### config.mk
export PLATFORM = sky130hd
export DESIGN_NAME = press_classifier
export DESIGN_NICKNAME = d
export VERILOG_FILES = /design/src/rtl/press_pkg.sv /design/src/rtl/tick_prescaler.sv /design/src/rtl/press_classifier.sv
export SDC_FILE = /design/constraint.sdc
export NUM_CORES = 1
export LEC_CHECK = 0
export BUFFER_PORTS_ARGS = -buffer_cell sky130_fd_sc_hd__buf_2
export CAP_MARGIN = 25
export CORE_MARGIN = 10
export CORE_UTILIZATION = 50
export CTS_CLUSTER_DIAMETER = 80
export DETAILED_ROUTE_END_ITERATION = 12
export GPL_ROUTABILITY_DRIVEN = 0
export PLACE_DENSITY_LB_ADDON = 0.05
export SETUP_SLACK_MARGIN = 0.1
export SLEW_MARGIN = 20
export SYNTH_ARGS = -nofsm -noshare
export SYNTH_HDL_FRONTEND = slang
export SYNTH_HIERARCHICAL = 1
export SYNTH_SLANG_ARGS = --single-unit
### constraint.sdc
create_clock -name clk -period 3 [get_ports clk]
set_input_delay 0.15 -clock clk [delete_from_list [all_inputs] [get_ports clk]]
set_output_delay 0.15 -clock clk [all_outputs]
set_load 0.02 [all_outputs]
### src/rtl/press_pkg.sv
// Shared types for the press classifier: event codes and FSM states.
package press_pkg;

    localparam int unsigned EVT_W = 2;

    typedef enum logic [EVT_W-1:0] {
        EVT_NONE   = 2'b00,
        EVT_SHORT  = 2'b01,
        EVT_LONG   = 2'b10,
        EVT_DOUBLE = 2'b11
    } evt_code_t;

    typedef enum logic [2:0] {
        IDLE,
        PRESS1,
        GAP,
        PRESS2,
        WAIT_REL
    } state_t;

endpackage

### src/rtl/tick_prescaler.sv
// Free-running divider; tick is a registered one-cycle pulse every TICK_DIV clocks.
module tick_prescaler #(
    parameter int unsigned TICK_DIV = 1000
) (
    input  logic clk,
    input  logic reset_n,
    output logic tick
);

    localparam int unsigned DIV_W = (TICK_DIV > 1) ? $clog2(TICK_DIV) : 1;
    localparam logic [DIV_W-1:0] DIV_LAST = DIV_W'(TICK_DIV - 1);

    logic [DIV_W-1:0] div_cnt;
    logic             wrap;

    assign wrap = (div_cnt == DIV_LAST);

    always_ff @(posedge clk or negedge reset_n) begin
        if (!reset_n) begin
            div_cnt <= '0;
            tick    <= 1'b0;
        end else begin
            tick    <= wrap;
            div_cnt <= wrap ? '0 : div_cnt + 1'b1;
        end
    end

endmodule

### src/rtl/press_classifier.sv
// Classifies debounced presses as short/long/double and delivers them on a
// one-entry valid/ready buffer with a sticky drop flag.
module press_classifier
    import press_pkg::*;
#(
    parameter int unsigned TICK_DIV   = 1000,
    parameter int unsigned LONG_TICKS = 500,
    parameter int unsigned GAP_TICKS  = 150,
    parameter int unsigned CNT_W      = 16
) (
    input  logic             clk,
    input  logic             reset_n,
    input  logic             d_clean,
    output logic             evt_valid,
    output logic [EVT_W-1:0] evt_code,
    input  logic             evt_ready,
    output logic             overflow,
    input  logic             clear_ovf
);

    localparam logic [CNT_W-1:0] LONG_LAST = CNT_W'(LONG_TICKS - 1);
    localparam logic [CNT_W-1:0] GAP_LAST  = CNT_W'(GAP_TICKS - 1);

    logic             d_prev;
    logic             rise;
    logic             fall;
    logic             tick;
    logic [CNT_W-1:0] cnt;
    state_t           state;
    state_t           next_state;
    logic             emit;
    evt_code_t        emit_code;
    logic             consume;

    tick_prescaler #(.TICK_DIV(TICK_DIV)) u_prescaler (
        .clk     (clk),
        .reset_n (reset_n),
        .tick    (tick)
    );

    // d_prev resets high so a level already asserted at reset release is not a press
    always_ff @(posedge clk or negedge reset_n) begin
        if (!reset_n) d_prev <= 1'b1;
        else          d_prev <= d_clean;
    end

    assign rise = d_clean & ~d_prev;
    assign fall = ~d_clean & d_prev;

    always_ff @(posedge clk or negedge reset_n) begin
        if (!reset_n) state <= IDLE;
        else          state <= next_state;
    end

    // Edges take priority over a tick expiry in the same cycle
    always_comb begin
        next_state = state;
        unique case (state)
            IDLE:     if (rise) next_state = PRESS1;
            PRESS1: begin
                if (fall)                           next_state = GAP;
                else if (tick && cnt == LONG_LAST)  next_state = WAIT_REL;
            end
            GAP: begin
                if (rise)                           next_state = PRESS2;
                else if (tick && cnt == GAP_LAST)   next_state = IDLE;
            end
            PRESS2:   if (fall) next_state = IDLE;
            WAIT_REL: if (fall) next_state = IDLE;
            default:  next_state = IDLE;
        endcase
    end

    always_comb begin
        emit      = 1'b0;
        emit_code = EVT_NONE;
        unique case (state)
            PRESS1: if (!fall && tick && cnt == LONG_LAST) begin
                emit      = 1'b1;
                emit_code = EVT_LONG;
            end
            GAP: if (!rise && tick && cnt == GAP_LAST) begin
                emit      = 1'b1;
                emit_code = EVT_SHORT;
            end
            PRESS2: if (fall) begin
                emit      = 1'b1;
                emit_code = EVT_DOUBLE;
            end
            default: ;
        endcase
    end

    // Saturating tick counter, restarted on every state change
    always_ff @(posedge clk or negedge reset_n) begin
        if (!reset_n)                  cnt <= '0;
        else if (next_state != state)  cnt <= '0;
        else if (tick && cnt != '1)    cnt <= cnt + 1'b1;
    end

    assign consume = evt_valid & evt_ready;

    // A same-cycle consume frees the slot for a new event; otherwise a full slot drops it
    always_ff @(posedge clk or negedge reset_n) begin
        if (!reset_n) begin
            evt_valid <= 1'b0;
            evt_code  <= EVT_NONE;
            overflow  <= 1'b0;
        end else begin
            if (emit && (!evt_valid || consume)) begin
                evt_valid <= 1'b1;
                evt_code  <= emit_code;
            end else if (consume) begin
                evt_valid <= 1'b0;
                evt_code  <= EVT_NONE;
            end
            if (emit && evt_valid && !consume) overflow <= 1'b1;
            else if (clear_ovf)                overflow <= 1'b0;
        end
    end

endmodule
==> results of run 1 <==
## Yosys cell counts (3+ instances only)
cell type	instances
clkbuf_1	4
xor2_1	12
a211oi_1	3
and4_1	5
nor2_1	25
and3_1	7
dfrtp_1	34
inv_1	6
xnor2_1	5
nand2_1	8
nand4_1	8
nand3_1	16
and2_1	4
a21oi_1	7
nor2b_1	9
ha_1	3
## worst max path at each step
| stage | startpoint | end | slack, ns | cells past startpoint |
|---|---|---|---|---|
| final | cnt[0]$_DFFE_PN0P_ | evt_code[1]$_DFFE_PN0P_ | 0.46 | 6 |
| after floorplan | cnt[0]$_DFFE_PN0P_ | evt_code[1]$_DFFE_PN0P_ | 0.57 | 6 |
| after CTS | cnt[0]$_DFFE_PN0P_ | evt_code[1]$_DFFE_PN0P_ | 0.44 | 6 |
| after detailed placement | cnt[0]$_DFFE_PN0P_ | evt_code[1]$_DFFE_PN0P_ | 0.45 | 6 |
| after global routing | cnt[0]$_DFFE_PN0P_ | evt_code[1]$_DFFE_PN0P_ | 0.32 | 6 |
| after global placement | cnt[0]$_DFFE_PN0P_ | evt_code[1]$_DFFE_PN0P_ | 0.51 | 6 |
## through the flow
step / utilization / cells / area (µm²)
final: 0.572 / 257 / 2110
after global routing: 0.572 / 257 / 2110
after CTS: 0.572 / 257 / 2110
after detailed placement: 0.540 / 247 / 1990
after global placement: 0.540 / 247 / 1990
after floorplan: - / 197 / 1910
## metal layers
metal  part of all wire  track usage  vias to the layer above  wire length, µm
li1                   -            -                      728                -
met1               0.46        0.144                      712             1660
met2               0.49        0.196                       22             1790
met3              0.042       0.0317                        5              155
met4              0.011       0.0459                        0               41
met5                  0            0                        -                0
## layout make-up
type | count | area [µm²]
repair buffers | 11 | 67.6
well taps | 48 | 60.1
inverters | 6 | 22.5
fillers | 340 | 1580
clock inverters | 2 | 16.3
multi-input cells | 149 | 985
clock buffers | 6 | 82.6
flip-flops and latches | 35 | 877
## state kept, by name, summed over array words and instances (netlist names)
register and count:
u_prescaler/div_cnt 10, cnt 16, u_prescaler/tick 1, evt_code 2, evt_valid 1, overflow 1
state 3, d_prev 1
## report_power, final
group | leakage [nW] | internal, mW | switching (mW)
Clock | 0.0474 | 0.187 | 0.173
Sequential | 0.464 | 0.498 | 0.0233
Combinational | 0.427 | 0.0651 | 0.0936
Total | 0.938 | 0.750 | 0.290
## worst reg2reg max path, delay by kind of cell, from the launching register on
family / cells / cell delay [ns]
AND/OR/NAND/NOR: 4 / 1.44
flip-flops: 1 / 0.43
AO/OA/AOI/OAI: 1 / 0.29
adder cells (fa/ha/maj): 1 / 0.26
## what timing repair did
action                                 CTS  global route
setup endpoints to repair                0             0
endpoints found under the hold margin   35             0
hold buffers                             2             0
## cells by family after synthesis
logic type / after synthesis / share of synthesized area
AND/OR/NAND/NOR: 102 / 0.312
flip-flops: 35 / 0.458
AO/OA/AOI/OAI: 25 / 0.0948
XOR/XNOR: 17 / 0.0778
buffers and inverters: 13 / 0.0274
adder cells (fa/ha/maj): 3 / 0.0196
multiplexers: 2 / 0.0105
## cell usage in the layout, fill, tap and decap left out, types with 2 or more instances in the layout
master / Yosys / final
a211oi_1: 3 / 3
a21oi_1: 7 / 7
and2_1: 4 / 4
and3_1: 7 / 7
and3_4: 2 / 2
and4_1: 5 / 5
buf_2: 2 / 8
clkbuf_8: 0 / 6
dfrtp_1: 34 / 34
dlygate4sd3_1: 0 / 2
ha_1: 3 / 3
inv_1: 6 / 6
mux2i_1: 2 / 2
nand2_1: 8 / 8
nand2b_1: 2 / 2
nand3_1: 16 / 16
nand4_1: 8 / 8
nor2_1: 25 / 25
nor2b_1: 9 / 9
nor3_1: 2 / 2
nor3_2: 2 / 2
nor4_1: 2 / 2
o21ai_0: 2 / 2
or4_1: 2 / 2
xnor2_1: 5 / 5
xor2_1: 12 / 12
==> results.sh, run 1 <==
export IMPL_fin_crit_ns=2.54
export IMPL_leakage_nw=0.938
export IMPL_drtAntennaViolNets=0
export IMPL_synth_cells=197
export IMPL_drt_iter0_drc=97
export IMPL_status="finished clean"
export IMPL_synth_nets=205
export IMPL_cts_tree="built"
export IMPL_core_area_um2=3690
export IMPL_yosysSeqAreaShare=0.458
export IMPL_whs_path_depth=2
export IMPL_cp_arrival_ns=2.72
export IMPL_timing_fmax_ghz=0.393
export IMPL_cp_start_kind="register"
export IMPL_cts_buffer_depth=2
export IMPL_postSynthAreaPerCell_um2=9.72
export IMPL_post_cts_buffers=0
export IMPL_drive_above_1_share=0.129
export IMPL_ys_flop_type="dfrtp_1"
export IMPL_cpLargestDelayFamily="simple AND/OR/NAND/NOR gates"
export IMPL_insertion_delay_ns=0.28
export IMPL_finalPower_mw=1.04
export IMPL_grt_pass1_wl_um=6290
export IMPL_setup_viol=0
export IMPL_h_tree_depth=2
export IMPL_maxSlewHeadroom=0.490
export IMPL_drtPass1Iterations=4
export IMPL_end_kind="register"
export IMPL_timing_final_ws_setup_ns=0.456
export IMPL_antenna_cells=0
export IMPL_reg2reg_setup_slack_ns=0.46
export IMPL_routed_via_density=5.71
export IMPL_async_flop_share=1.00
export IMPL_timing_hold_violations_final=0
export IMPL_cts_resized=0
export IMPL_synth_edf_count=0
export IMPL_antenna_found_initial=0
export IMPL_cp_buffers_inverters=0
export IMPL_cts_root_buffer="clkbuf_8"
export IMPL_worstPathCellList="ha_1, or3b_1, or4b_4, or3_4, nor2b_4, a221o_1"
export IMPL_dp_hpwl_um=2580
export IMPL_syn_to_final_growth_pct=10.3
export IMPL_track_usage=0.118
export IMPL_path_class="register to register"
export IMPL_yosysTopAreaCell="dfrtp_1"
export IMPL_dr_total_vias=1467
export IMPL_power_density_nw_per_um2=493
export IMPL_dieArea_um2=6700
export IMPL_worstPathRequired_ns=3.17
export IMPL_cts_sinks=35
export IMPL_ys_ff_latch=35
export IMPL_min_from="clear_ovf"
export IMPL_io_pins=9
export IMPL_drcViolationCount=0
export IMPL_placementRows=22
export IMPL_r2r_cells=6
export IMPL_die_w_um=81.9
export IMPL_wire_per_inst_um=14.2
export IMPL_cts_buffers_inserted=5
export IMPL_final_nets=216
export IMPL_r2r_start="cnt[0]$_DFFE_PN0P_"
export IMPL_fin_setup_tns_ns=0
export IMPL_grt_pass1_vias=1363
export IMPL_synthesis_area_um2=1910
export IMPL_fin_hold_ws_ns=0.0457
export IMPL_vdd_drop_max_v=0.000254
export IMPL_port_buffers=8
export IMPL_hold_class="input port to register"
export IMPL_die_y_um=81.9
export IMPL_wl_um=3660
export IMPL_worst_slew_pin_slew_ns=0.765
export IMPL_path_max_fanout=6
export IMPL_synthDistinctLibCells=48
export IMPL_drv_cap=0
export IMPL_netlist_area_leader_share=0.444
export IMPL_crit_path_top_delay_cell="or4b_4"
export IMPL_max_stage_delay_ns=0.55
export IMPL_initial_core_util=0.519
export IMPL_cts_clk_slew_worst_paths_ns=0.07
export IMPL_rsz0062_at_grt="false"
export IMPL_yosys_warnings=6
export IMPL_dp_slack_ns=0.450
export IMPL_r2r_end="evt_code[1]$_DFFE_PN0P_"
export IMPL_whs_endpoint="overflow$_DFFE_PN0P_"
export IMPL_drv_slew=0
export IMPL_overflow=0
export IMPL_finClkSkew_ns=0.00403
export IMPL_grt_max_degree=36
export IMPL_period_share=0.848
export IMPL_synth_area_leaders="dfrtp_1 (44%), xor2_1 (5.5%), nor2_1 (4.9%), nand3_1 (4.2%), nor2b_1 (2.9%)"
No activity file was read; power rests on OpenSTA's default activity.
==> run 2, diff against run 1 <==
- clock period: 3 -> 2.05 ns (I/O delays scaled with it)
==> run 2 against run 1 <==
The flow now finishes with violations (setup timing). Clock-buffer cell count decreased by 1. Combinational power increased by 100%. Sequential cell count stayed put.
==> results.sh, run 2 (synthesis results as in run 1) <==
export IMPL_io_pins=9
export IMPL_dieArea_um2=6700
export IMPL_multi_input_area_um2=1050
export IMPL_port_buffers=8
export IMPL_rsz0062_at_grt="true"
export IMPL_track_usage=0.139
export IMPL_maxSlewHeadroom=0.482
export IMPL_path_class="register to register"
export IMPL_cts_buffer_depth=2
export IMPL_finalPower_mw=1.70
export IMPL_timing_final_ws_setup_ns=-0.326
export IMPL_cts_clk_slew_worst_paths_ns=0.07
export IMPL_drv_cap=0
export IMPL_final_nets=239
export IMPL_routed_top_layer="met4"
export IMPL_antenna_cells=0
export IMPL_whs_endpoint="overflow$_DFFE_PN0P_"
export IMPL_end_kind="register"
export IMPL_max_stage_delay_ns=0.56
export IMPL_fin_crit_ns=2.38
export IMPL_reg2reg_setup_slack_ns=-0.33
export IMPL_leakage_nw=1.09
export IMPL_wl_um=4250
export IMPL_timing_hold_violations_final=0
export IMPL_drv_slew=0
export IMPL_die_w_um=81.9
export IMPL_wire_per_inst_um=15.2
export IMPL_largest_register_ffs=16
export IMPL_h_tree_depth=2
export IMPL_grt_max_degree=36
export IMPL_grt_pass1_vias=1604
export IMPL_worst_slew_pin_slew_ns=0.778
export IMPL_period_share=1.16
export IMPL_dr_total_vias=1569
export IMPL_drtPass1Iterations=4
export IMPL_grt_pass1_wl_um=7330
export IMPL_timing_fmax_ghz=0.421
export IMPL_r2r_cells=6
export IMPL_final_seq_area_um2=877
export IMPL_dp_slack_ns=-0.324
export IMPL_crit_path_top_delay_cell="or4b_4"
export IMPL_whs_path_depth=2
export IMPL_drt_iter0_drc=96
export IMPL_met2_length_um=2090
export IMPL_drtAntennaViolNets=0
export IMPL_violations="setup timing"
export IMPL_r2r_start="cnt[1]$_DFFE_PN0P_"
export IMPL_overflow=0
export IMPL_cts_sinks=35
export IMPL_hold_class="input port to register"
export IMPL_largestRegisters="cnt (16), u_prescaler/div_cnt (10), state (3)"
export IMPL_wl_met3_um=111
export IMPL_cp_arrival_ns=2.54
export IMPL_antenna_found_initial=0
export IMPL_fillers=312
export IMPL_die_y_um=81.9
export IMPL_syn_to_final_growth_pct=24.6
export IMPL_cts_buffers_inserted=5
export IMPL_initial_core_util=0.519
export IMPL_r2r_end="evt_code[1]$_DFFE_PN0P_"
export IMPL_cp_start_kind="register"
export IMPL_path_max_fanout=3
export IMPL_setup_viol=21
export IMPL_core_area_um2=3690
export IMPL_status="finished with violations"
export IMPL_drive_above_1_share=0.254
export IMPL_worstPathRequired_ns=2.22
export IMPL_cts_root_buffer="clkbuf_8"
export IMPL_dp_hpwl_um=2990
export IMPL_regMostFlops="cnt"
export IMPL_insertion_delay_ns=0.29
export IMPL_utilization=0.647
export IMPL_power_density_nw_per_um2=712
export IMPL_vdd_drop_max_v=0.000558
export IMPL_min_from="clear_ovf"
export IMPL_placementRows=22
export IMPL_layout_common_cells="dfrtp_1 (34), nor2_1 (24), buf_4 (21)"
export IMPL_mostFrequentLayoutCell="dfrtp_1"
export IMPL_finClkSkew_ns=0.00393
export IMPL_routed_via_density=5.60
export IMPL_cts_tree="built"
export IMPL_worstPathCellList="ha_4, or3b_1, or4b_4, or3_4, nor2b_4, a221o_1"
export IMPL_wl_met1_um=1950
export IMPL_drcViolationCount=0
run 2: final cells by class:
cell class	count	area share
Clock buffer	5	0.0288
Clock inverter	3	0.0184
Inverter	6	0.00944
Multi-Input combinational cell	149	0.442
Sequential cell	35	0.368
Tap cell	48	0.0252
Timing Repair Buffer	34	0.109
run 2: repair_timing:
item,4_1_cts,5_1_grt
setup endpoints to repair,21,22
pin swaps,1,2
buffers inserted,2,1
resized for setup,4,10
hold buffers,2,0
gates cloned,0,0
endpoints found under the hold margin,35,0
run 2: metal layers:
metal  track usage  up-vias
met5             0        -
met3        0.0404        8
met2         0.219       20
met1         0.171      765
met4        0.0629        0
li1              -      776
run 2: stage by stage:
| step | hold WS, ns | std cells | setup TNS (ns) | area (µm²) |
|---|---|---|---|---|
| global route | 0.00612 | 280 | -5.79 | 2390 |
| finish | 0.0116 | 280 | -4.07 | 2390 |
| global placement | 0.203 | 267 | -2.67 | 2180 |
| floorplan | -0.193 | 197 | -2.33 | 1940 |
| CTS | 0.00357 | 279 | -4.84 | 2340 |
| detailed placement | 0.227 | 267 | -3.35 | 2180 |
run 2: report_power, final:
part	leakage (nW)	internal (mW)	switching [mW]
logic	0.568	0.145	0.176
clock network	0.0581	0.362	0.249
registers	0.464	0.728	0.0388
run 2: how the worst max path moves through the flow:
stage                              startpoint                 endpoint  slack (ns)  depth (start not counted)
after detailed placement  cnt[14]$_DFFE_PN0P_  evt_code[1]$_DFFE_PN0P_       -0.32                          5
after global routing       cnt[1]$_DFFE_PN0P_  evt_code[1]$_DFFE_PN0P_       -0.37                          6
after floorplan           cnt[14]$_DFFE_PN0P_  evt_code[1]$_DFFE_PN0P_       -0.28                          5
final                      cnt[1]$_DFFE_PN0P_  evt_code[1]$_DFFE_PN0P_       -0.33                          6
after CTS                  cnt[1]$_DFFE_PN0P_  evt_code[1]$_DFFE_PN0P_       -0.29                          6
after global placement    cnt[14]$_DFFE_PN0P_  evt_code[1]$_DFFE_PN0P_       -0.29                          5
run 2: critical path: cells and delay by family (launching register included):
kind	cells	cell delay [ns]
simple gates	4	1.40
flops	1	0.40
compound gates	1	0.31
fa+ha+maj	1	0.15
